==> config.mk <==
export PLATFORM = sky130hd
export DESIGN_NAME = fifo_stream_reader
export DESIGN_NICKNAME = d
export VERILOG_FILES = /design/src/rtl/fifo_stream_reader.sv
export SDC_FILE = /design/constraint.sdc
export NUM_CORES = 1
export LEC_CHECK = 0
export ABC_AREA = 1
export ABC_CLOCK_PERIOD_IN_PS = 2000
export CORE_MARGIN = 1
export CORE_UTILIZATION = 51
export DETAILED_ROUTE_END_ITERATION = 10
export GPL_ROUTABILITY_DRIVEN = 0
export PLACE_DENSITY = 0.78
export SETUP_SLACK_MARGIN = 0.05
export SLEW_MARGIN = 25
export SYNTH_ARGS = -nofsm -noshare
export SYNTH_HDL_FRONTEND = slang
export SYNTH_SLANG_ARGS = --single-unit
==> constraint.sdc <==
create_clock -name clk -period 2 [get_ports clk]
set_input_delay 0.3 -clock clk [delete_from_list [all_inputs] [get_ports clk]]
set_output_delay 0.3 -clock clk [all_outputs]
set_load 0.005 [all_outputs]
==> src/rtl/fifo_stream_reader.sv <==
// Read-side companion for a first-word-fall-through FIFO: pops entries into a
// 2-entry skid buffer and presents them on a registered valid/ready stream.
module fifo_stream_reader #(
  parameter int unsigned DATA_WIDTH = 8,
  parameter int unsigned CNT_WIDTH  = 16
) (
  input  logic                  clk,
  input  logic                  reset,
  input  logic                  enable,
  input  logic                  flush,
  input  logic                  fifo_empty,
  input  logic [DATA_WIDTH-1:0] fifo_data,
  output logic                  fifo_rd_en,
  output logic                  m_valid,
  input  logic                  m_ready,
  output logic [DATA_WIDTH-1:0] m_data,
  output logic                  flush_busy,
  output logic                  flush_done,
  output logic [CNT_WIDTH-1:0]  words_out,
  output logic [CNT_WIDTH-1:0]  words_dropped
);

  typedef enum logic {
    RUN   = 1'b0,
    FLUSH = 1'b1
  } state_t;

  state_t                state;
  state_t                state_next;
  logic [1:0]            occ;
  logic [DATA_WIDTH-1:0] skid_data;
  logic                  pop;
  logic                  hs;
  logic                  flush_entry;

  // State register
  always_ff @(posedge clk) begin
    if (reset) state <= RUN;
    else       state <= state_next;
  end

  // Next-state logic; a flush request while already flushing is ignored
  always_comb begin
    state_next = state;
    unique case (state)
      RUN:     if (flush) state_next = FLUSH;
      FLUSH:   if (fifo_empty) state_next = RUN;
      default: state_next = RUN;
    endcase
  end

  // Per-cycle controls; flush entry suppresses both pop and handshake
  always_comb begin
    pop         = 1'b0;
    hs          = 1'b0;
    flush_entry = 1'b0;
    if (!reset) begin
      unique case (state)
        RUN: begin
          if (flush) begin
            flush_entry = 1'b1;
          end else begin
            pop = enable & ~fifo_empty & (occ != 2'd2);
            hs  = m_valid & m_ready;
          end
        end
        FLUSH:   pop = ~fifo_empty;
        default: pop = 1'b0;
      endcase
    end
  end

  assign fifo_rd_en = pop;
  assign flush_busy = (state == FLUSH);

  // Skid buffer, stream outputs and statistics
  always_ff @(posedge clk) begin
    if (reset) begin
      occ           <= 2'd0;
      m_valid       <= 1'b0;
      m_data        <= '0;
      skid_data     <= '0;
      flush_done    <= 1'b0;
      words_out     <= '0;
      words_dropped <= '0;
    end else begin
      flush_done <= (state == FLUSH) & fifo_empty;
      if (hs) words_out <= words_out + CNT_WIDTH'(1);
      if (flush_entry)
        words_dropped <= words_dropped + CNT_WIDTH'(occ);
      else if (state == FLUSH && pop)
        words_dropped <= words_dropped + CNT_WIDTH'(1);

      if (flush_entry) begin
        occ     <= 2'd0;
        m_valid <= 1'b0;
      end else if (state == RUN) begin
        unique case (occ)
          2'd0: if (pop) begin
            m_data  <= fifo_data;
            m_valid <= 1'b1;
            occ     <= 2'd1;
          end
          2'd1: begin
            if (pop && hs) begin
              m_data <= fifo_data;
            end else if (pop) begin
              skid_data <= fifo_data;
              occ       <= 2'd2;
            end else if (hs) begin
              m_valid <= 1'b0;
              occ     <= 2'd0;
            end
          end
          2'd2: if (hs) begin
            m_data <= skid_data;
            occ    <= 2'd1;
          end
          default: occ <= 2'd0;
        endcase
      end
    end
  end

endmodule

==> results.json <==
{
  "status": "finished, final reports clean",
  "p_leak_nw": 1.52,
  "design_area_um2": 3630,
  "timing.reg2reg.setup_slack_ns": 0.23,
  "power_density_nw_per_um2": 587,
  "wl_per_cell_um": 11.9,
  "overflow": 0,
  "synth_area_um2": 2670,
  "fmax_ghz": 0.565,
  "die_x_um": 74.4,
  "area_growth_pct": 35.8,
  "final_layout_size_suffix_gt1_frac": 0.156,
  "wl_met1_um": 2960,
  "cp.arrival_ns": 1.98,
  "setup_viol": 0,
  "whs_ns": 0.471,
  "grt_pass1_wl_um": 10600,
  "worstMarginPinSlew_ns": 0.334,
  "min_path_type": "reg -> reg",
  "grt_pass1_vias": 2513,
  "topRoutingLayerUsed": "met4",
  "max_cap_violations": 0,
  "fp.dieH_um": 74.4,
  "synth_cells": 385,
  "clock_sinks": 53,
  "startpoint_type": "flip-flop",
  "nets": 486,
  "finalHoldViolCount": 0,
  "postCtsHoldBufs": 0,
  "ys_types": 36,
  "num-fill-cells": 422,
  "clockBufferDepth": 2,
  "final_common_cell": "nand2_1",
  "antenna_left": 0,
  "drtIter0Drc": 95,
  "drt_wl_total_um": 6360,
  "slew-limit-headroom": 0.777,
  "cts_root_buf": "clkbuf_8",
  "cp_max_fo": 5,
  "grt_use_total": 0.244,
  "rsz0062_at_grt": "no",
  "post-route-period-util": 0.884,
  "wl_met2_um": 3050,
  "dpl.hpwl_um": 4740,
  "placed_area_um2": 3460,
  "start_util": 0.548,
  "slew_violations": 0,
  "fin_skew_ns": 0.00641,
  "coreArea_um2": 4880,
  "synth.avg_cell_area_um2": 6.94,
  "ys_seq_area_frac": 0.397,
  "diodes": 0,
  "dieArea_um2": 5530,
  "grt_max_degree": 24,
  "drc": 0,
  "period_needed_ns": 1.77,
  "vias": 2705,
  "crit_type": "reg -> reg",
  "ys_ff_latch": 53,
  "synth_nets": 403,
  "vdd_ir_drop_max_mv": 0.367,
  "tritoncts": "yes",
  "vias_per_cell": 5.05,
  "end_kind": "flip-flop",
  "synth_warnings": 0,
  "wl_met3_um": 284,
  "required_ns": 2.21,
  "top_level_ports": 58,
  "portBuffers": 57,
  "drtPass1Iterations": 4,
  "rows": 25,
  "htreeDepth": 2,
  "clkLatencyLatePin_ns": 0.31,
  "final_cell_mix": "nand2_1 (74), nor2_1 (70), inv_1 (54), clkdlybuf4s50_1 (54), dfxtp_1 (51)",
  "clk_pin_slew_ns": 0.10,
  "antenna_found_initial": 0,
  "cts_made_buffers": 5
}
-- routing by layer --
layer  GRT usage  up-vias
met5           0        -
met4      0.0901        0
met3      0.0434        8
met2       0.422       71
met1       0.302     1241
li1            -     1385
-- critical path: stages, from the launching register on --
cell and delay, ns:
dfxtp_2 0.36, inv_4 0.05, nand4_1 0.10, ha_2 0.20, inv_1 0.05, fa_2 0.34, nor2_2 0.15, buf_4 0.13
nand2_1 0.07, o21ai_0 0.16, a21oi_1 0.06
-- state kept, by name (all words and copies together) (netlist names) --
signal         count
flush_done         1
m_valid            1
words_dropped     16
m_data             8
occ                2
skid_data          8
flush_busy         1
words_out         16
-- through the flow --
stage	total power, W	utilization	instances	setup TNS (ns)	setup slack, ns
6_report	0.00213	0.744	536	0	0.231
5_1_grt	0.00224	0.744	536	0	0.0652
4_1_cts	0.00215	0.739	535	-0.0111	-0.0111
3_5_place_dp	0.00150	0.710	525	-7.36	-0.452
3_3_place_gp	0.00149	0.710	525	-5.39	-0.362
2_1_floorplan	0.00134	-	385	0	0.126
-- cell families (layout without fill, tap and decap cells) --
group           Yosys count  after routing  synth area share
buf+inv                  65            149            0.0974
xor+xnor                  2              2           0.00656
compound gates           57             57             0.116
flops                    53             53             0.397
mux                       7              7            0.0295
simple gates            197            197             0.332
fa+ha+maj                 4              4            0.0215
-- timing repair --
action	CTS	global route
resized for setup	13	5
buffers inserted	2	1
pin swaps	1	3
endpoints found under the setup margin	12	4
-- final timing paths --
kind,from,endpoint,cells after the start
max,flush_busy,words_dropped[6],10
min,skid_data[7],skid_data[7],2
max reg2reg,flush_busy,words_dropped[6],10
min reg2reg,skid_data[7],skid_data[7],2
-- report_power, final --
group	leakage [nW]	switching [W]	internal, W
Combinational	1.04	0.000193	0.000186
Sequential	0.429	0.0000211	0.00109
Clock	0.0512	0.000361	0.000282
-- cells in the mapped netlist (all sizes together) --
cell type  number  area share
nor2           77        0.12
dfxtp          53        0.40
ha              3       0.014
nand2          81        0.12
o21ai          32       0.066
mux2            7       0.029
nor3           10       0.021
clkbuf          2      0.0028
inv            57       0.081
buf             6       0.014
xor2            1      0.0033
a31oi           2      0.0047
nand3          21       0.046
nor3b           1      0.0047
fa              1      0.0075
a21oi          22       0.043
nand4           7       0.016
a211oi          1      0.0028
xnor2           1      0.0033
-- final cells by class --
class | count | area [um2] | share of cell area
clock buffer | 6 | 82.6 | 0.0228
clock inverter | 2 | 13.8 | 0.00379
inverter | 57 | 216 | 0.0596
multi-input combinational | 267 | 1380 | 0.381
sequential | 53 | 1060 | 0.293
tap | 67 | 83.8 | 0.0231
timing repair buffer | 84 | 786 | 0.216
Power figures use the tool's default switching activity.
